File: src/rtl/mem_access_ctrl.sv
// mem_access_ctrl: memory-stage access sequencer for the SEQ pipeline.
// Decodes the access at the start edge, issues a held request to the data RAM
// and waits for its acknowledge, then pulses done for one cycle.
// Optional build macro MEM_ACCESS_TIMEOUT_EN adds a 255-cycle acknowledge timeout.
module mem_access_ctrl (
  input  logic        clk,
  input  logic        rst,
  input  logic        start,
  input  logic [3:0]  icode,
  input  logic [63:0] valE,
  input  logic [63:0] valA,
  input  logic [63:0] valP,
  output logic        mreq,
  output logic        mwe,
  output logic [63:0] maddr,
  output logic [63:0] mwdata,
  input  logic        mack,
  input  logic [63:0] mrdata,
  output logic [63:0] valM,
  output logic        busy,
  output logic        done,
  output logic        dmem_error
);

  localparam int unsigned AW       = 64;
  localparam int unsigned DW       = 64;
  localparam logic [AW-1:0] ADDR_LIMIT = AW'(1024);

  typedef enum logic [1:0] {IDLE, REQ, DONE} state_t;

  state_t        state, state_nxt;
  logic          mreq_nxt, mwe_nxt, busy_nxt, done_nxt, err_nxt;
  logic [AW-1:0] maddr_nxt;
  logic [DW-1:0] mwdata_nxt, valm_nxt;

  logic          dec_access, dec_write;
  logic [AW-1:0] dec_addr;
  logic [DW-1:0] dec_wdata;

`ifdef MEM_ACCESS_TIMEOUT_EN
  localparam int unsigned CW = 8;
  localparam logic [CW-1:0] TIMEOUT_LAST = CW'(254);
  logic [CW-1:0] cnt, cnt_nxt;
`endif

  // Access decode from the instruction code
  always_comb begin
    dec_access = 1'b0;
    dec_write  = 1'b0;
    dec_addr   = '0;
    dec_wdata  = '0;
    case (icode)
      4'd4, 4'd10: begin dec_access = 1'b1; dec_write = 1'b1; dec_addr = valE; dec_wdata = valA; end
      4'd8:        begin dec_access = 1'b1; dec_write = 1'b1; dec_addr = valE; dec_wdata = valP; end
      4'd5:        begin dec_access = 1'b1; dec_addr = valE; end
      4'd9, 4'd11: begin dec_access = 1'b1; dec_addr = valA; end
      default:     ;
    endcase
  end

  // Next-state and next-output logic
  always_comb begin
    state_nxt  = state;
    mreq_nxt   = mreq;
    mwe_nxt    = mwe;
    maddr_nxt  = maddr;
    mwdata_nxt = mwdata;
    valm_nxt   = valM;
    err_nxt    = 1'b0;
`ifdef MEM_ACCESS_TIMEOUT_EN
    cnt_nxt    = cnt;
`endif
    case (state)
      IDLE: begin
        if (start) begin
          if (!dec_access) begin
            state_nxt = DONE;
          end else if (dec_addr >= ADDR_LIMIT) begin
            state_nxt = DONE;
            err_nxt   = 1'b1;
          end else begin
            state_nxt  = REQ;
            mreq_nxt   = 1'b1;
            mwe_nxt    = dec_write;
            maddr_nxt  = dec_addr;
            mwdata_nxt = dec_wdata;
`ifdef MEM_ACCESS_TIMEOUT_EN
            cnt_nxt    = '0;
`endif
          end
        end
      end
      REQ: begin
        if (mack) begin
          state_nxt  = DONE;
          mreq_nxt   = 1'b0;
          mwe_nxt    = 1'b0;
          maddr_nxt  = '0;
          mwdata_nxt = '0;
          if (!mwe) valm_nxt = mrdata;
        end
`ifdef MEM_ACCESS_TIMEOUT_EN
        else if (cnt == TIMEOUT_LAST) begin
          // This cycle brings the count to 255: abandon the access
          state_nxt  = DONE;
          err_nxt    = 1'b1;
          mreq_nxt   = 1'b0;
          mwe_nxt    = 1'b0;
          maddr_nxt  = '0;
          mwdata_nxt = '0;
        end else begin
          cnt_nxt = cnt + CW'(1);
        end
`endif
      end
      DONE: begin
        state_nxt = IDLE;
      end
      default: begin
        state_nxt  = IDLE;
        mreq_nxt   = 1'b0;
        mwe_nxt    = 1'b0;
        maddr_nxt  = '0;
        mwdata_nxt = '0;
      end
    endcase
    done_nxt = (state_nxt == DONE);
    busy_nxt = (state_nxt != IDLE);
  end

  // State and registered outputs, synchronous reset
  always_ff @(posedge clk) begin
    if (rst) begin
      state      <= IDLE;
      mreq       <= 1'b0;
      mwe        <= 1'b0;
      maddr      <= '0;
      mwdata     <= '0;
      valM       <= '0;
      busy       <= 1'b0;
      done       <= 1'b0;
      dmem_error <= 1'b0;
    end else begin
      state      <= state_nxt;
      mreq       <= mreq_nxt;
      mwe        <= mwe_nxt;
      maddr      <= maddr_nxt;
      mwdata     <= mwdata_nxt;
      valM       <= valm_nxt;
      busy       <= busy_nxt;
      done       <= done_nxt;
      dmem_error <= err_nxt;
    end
  end

`ifdef MEM_ACCESS_TIMEOUT_EN
  // Acknowledge-wait counter
  always_ff @(posedge clk) begin
    if (rst) cnt <= '0;
    else     cnt <= cnt_nxt;
  end
`endif

endmodule

File: config.mk
export PLATFORM = sky130hd
export DESIGN_NAME = mem_access_ctrl
export DESIGN_NICKNAME = d
export VERILOG_FILES = /design/src/rtl/mem_access_ctrl.sv
export SDC_FILE = /design/constraint.sdc
export NUM_CORES = 1
export LEC_CHECK = 0
export CAP_MARGIN = 20
export CORE_AREA = 2 2 177 179
export DETAILED_ROUTE_END_ITERATION = 10
export DIE_AREA = 0 0 179 181
export HOLD_SLACK_MARGIN = 0.1
export PLACE_DENSITY = 0.67
export SETUP_SLACK_MARGIN = 0.2
export SLEW_MARGIN = 0
export SYNTH_ARGS = -nofsm -noshare
export SYNTH_HDL_FRONTEND = slang
export SYNTH_SLANG_ARGS = --single-unit
File: constraint.sdc
create_clock -name clk -period 4.7 [get_ports clk]
set_input_delay 0.705 -clock clk [delete_from_list [all_inputs] [get_ports clk]]
set_output_delay 0.705 -clock clk [all_outputs]
set_load 0.05 [all_outputs]
==> run metrics <==
run status=completed; buffer type at the clock tree root=sky130_fd_sc_hd__clkbuf_16; Routed WL per cell=18.5 um; Max H-tree Level=4; cell area after technology mapping=about 7000 um^2; post-layout util=0.414; clock tree skew after final layout=between 0.01 and 0.015 ns; critical-path maximum fanout=about 130; HPWL Detailed=21.5 mm; Core Area=30,300 um^2; GP Congestion=0.893; fill cell total of the finished layout=about 3,000; routed vias=around 7,200; clock tree from TritonCTS=done; number of standard cells after synthesis=around 720; Hold Path Cell Cnt=2; cell row count=64; number of remaining DRC errors=0; global-route wire length before repair=41.9 mm; quantity of I/O buffers inserted on ports=460; Synth Area per Inst=9.70 um^2; max-slew violation total from the final report=0; commonest cells after routing, fill and taps aside=sky130_fd_sc_hd__clkdlybuf4s50_1 (459), sky130_fd_sc_hd__dfxtp_1 (199), sky130_fd_sc_hd__nand2_1 (131), sky130_fd_sc_hd__a22oi_1 (74), sky130_fd_sc_hd__o2bb2ai_1 (74); count of final hold-check violations=0; clock sink total=199; number of standard cells in the layout, taps in and fillers out=1,563; fraction of final layout cells with drive strength greater than 1=0.0430; relative contribution of the clock network to total power=0.397; area of the multi-input gates=roughly 2800 um^2; CTS clock-pin slew for the worst setup and hold paths=about 0.080 ns; Total Routing Usage GR=0.171; max_slew headroom=0.399; Switching Share=0.256; vias in the first global route=7,065; maximum clock insertion buffer count=2; static leakage power=around 0.0042 uW; number of gates resized after cts=0; routed wire length=between 20 and 30 mm; post-layout min period=3.24 ns; P_sw=around 930 uW; DRC marker count from the first detailed-route iteration=370; Total Die Area=32,400 um^2; NumNets Final=1,415; Ys Warns=0; number of placed I/O pins=461; Arr. time, crit path=3.57 ns; power per cell area=roughly 290 nW/um^2; largest net degree at the start of global routing=130; Comb pwr share=0.131; FF+latch area=3980 um^2; CP Class=primary input to register; GRT Residual Overflow=0; count of cells along the worst register-to-register path=6; required time at the endpoint of the critical path=5.02 ns; number of post-CTS setup repair buffers=0; synthesis-stage register bit count=199; Non-Filler Cell Area, Final=approximately 13,000 um^2; measured slew at the worst slew-check pin=0.901 ns; Die W=179 um; setup repair after global routing missed its margin=false; most area-hungry cell type in the Yosys netlist=sky130_fd_sc_hd__dfxtp_1; Period Utilization, post-route=0.690; layout-stage area growth over the synthesis result=79.5%; Detail Route Antenna Nets=0; post-placement cell area=about 12,000 um^2; placed instance count=1,528; number of library cell types mapped by synthesis=28; summed negative setup slack over all endpoints=0 ns; number of clock buffers inserted by TritonCTS=17; Hold/Removal Path Class=register to register; final setup violation count=0; number of optimization iterations in the first detailed-route pass=5; sequential group share of total power=0.472; fmax=~310 MHz; Initial Utilization=0.231; vertical die dimension=181 um; total internal power=2700 uW; hold-fix buffers at CTS=0; max-cap violation count=0; Critical Path End Type=register; insertion delay to the later sink of the worst-skew pair=0.43 ns; sequential cell area fraction in the yosys report=0.569; peak supply drop=between 150 and 200 uV; most frequent standard cell in the layout excluding fill and tap cells=sky130_fd_sc_hd__clkdlybuf4s50_1; antenna violations before repair=3; kind of start point of the critical path=primary input; portion of synthesized cell area occupied by the leading cell type=0.569; Vias/cell=4.61; syn_nets=986; synth top area cells=sky130_fd_sc_hd__dfxtp_1 (57%), sky130_fd_sc_hd__o2bb2ai_1 (9.3%), sky130_fd_sc_hd__a22oi_1 (7.9%), sky130_fd_sc_hd__nand2_1 (7.0%), sky130_fd_sc_hd__and2_1 (5.0%)
-- power groups by stage --
stage          Sequential, uW  Combinational [uW]  Clock (uW)
6_report                 1710                 477        1440
5_1_grt                  1720                 507        1560
4_1_cts                  1710                 480        1480
3_5_place_dp             1750                 478           0
3_3_place_gp             1750                 474           0
2_1_floorplan            1810                 105           0
-- cell families after synthesis --
| family | share of synthesized area |
|---|---|
| AO/OA/AOI/OAI | 0.234 |
| buffers and inverters | 0.0332 |
| flip-flops | 0.569 |
| AND/OR/NAND/NOR | 0.164 |
-- flip-flops by register name (all words and copies together), names as in the netlist --
register and flops:
done 1, mreq 1, busy 1, mwdata 64, mwe 1, dmem_error 1
valM 64, maddr 64, state 2
-- final cells by class --
type / instances / share of cell area
clock inverters: 12 / 0.00876
clock buffers: 20 / 0.0371
multi-input cells: 463 / 0.225
repair buffers: 468 / 0.372
inverters: 2 / 0.000597
flip-flops and latches: 199 / 0.317
well taps: 396 / 0.0394
diodes: 3 / 0.000597
-- worst max-delay path, stage by stage --
cell	delay (ns)
sky130_fd_sc_hd__clkdlybuf4s50_1	0.44
sky130_fd_sc_hd__nor4_1	0.76
sky130_fd_sc_hd__nand4_1	0.33
sky130_fd_sc_hd__o41ai_2	0.47
sky130_fd_sc_hd__a31oi_4	0.16
sky130_fd_sc_hd__buf_12	0.25
sky130_fd_sc_hd__and2_1	0.29
-- final timing paths --
path / from / slack, ns / endpoint
max: valA[60] / 1.46 / maddr[52]$_SDFFE_PP0P_
min: valM[7]$_SDFFE_PP0P_ / 0.45 / valM[7]$_SDFFE_PP0P_
max reg2reg: state[0]$_SDFF_PP0_ / 2.69 / mwdata[46]$_SDFFE_PP0P_
min reg2reg: valM[7]$_SDFFE_PP0P_ / 0.45 / valM[7]$_SDFFE_PP0P_
-- Yosys cell counts --
master	instances
sky130_fd_sc_hd__dfxtp_1	199
sky130_fd_sc_hd__nand2_1	131
sky130_fd_sc_hd__a22oi_1	74
sky130_fd_sc_hd__o2bb2ai_1	74
sky130_fd_sc_hd__a21oi_1	66
sky130_fd_sc_hd__and2_1	56
sky130_fd_sc_hd__clkbuf_1	48
sky130_fd_sc_hd__nor4_1	26
sky130_fd_sc_hd__buf_2	6
sky130_fd_sc_hd__nand4_1	6
sky130_fd_sc_hd__nor2_1	6
sky130_fd_sc_hd__buf_1	4
sky130_fd_sc_hd__nor3_1	3
sky130_fd_sc_hd__o21ai_0	3
sky130_fd_sc_hd__a2111oi_0	2
sky130_fd_sc_hd__inv_1	2
sky130_fd_sc_hd__nand2b_1	2
sky130_fd_sc_hd__nor2b_1	2
sky130_fd_sc_hd__o41ai_2	2
sky130_fd_sc_hd__or3_1	2
sky130_fd_sc_hd__a22o_1	1
sky130_fd_sc_hd__a31oi_1	1
sky130_fd_sc_hd__nand3b_1	1
sky130_fd_sc_hd__nor3b_1	1
sky130_fd_sc_hd__nor3b_2	1
sky130_fd_sc_hd__o21bai_1	1
sky130_fd_sc_hd__o22a_1	1
sky130_fd_sc_hd__o41ai_1	1
-- per-layer routing --
metal  GRT usage  routed length (um)  share of wire
met5           0                   0              0
met1       0.193               11100           0.38
met2       0.288               14100           0.49
met3      0.0652                2900           0.10
met4      0.0660                 851          0.029
-- through the flow --
stage | power [uW] | worst slack, ns | hold slack [ns]
floorplan | 1920 | 2.38 | 0.491
global placement | 2230 | 1.25 | 0.441
detailed placement | 2230 | 1.18 | 0.443
CTS | 3680 | 1.62 | 0.456
global route | 3780 | 1.33 | 0.467
finish | 3630 | 1.46 | 0.454
No activity file was read; power rests on OpenSTA's default activity.
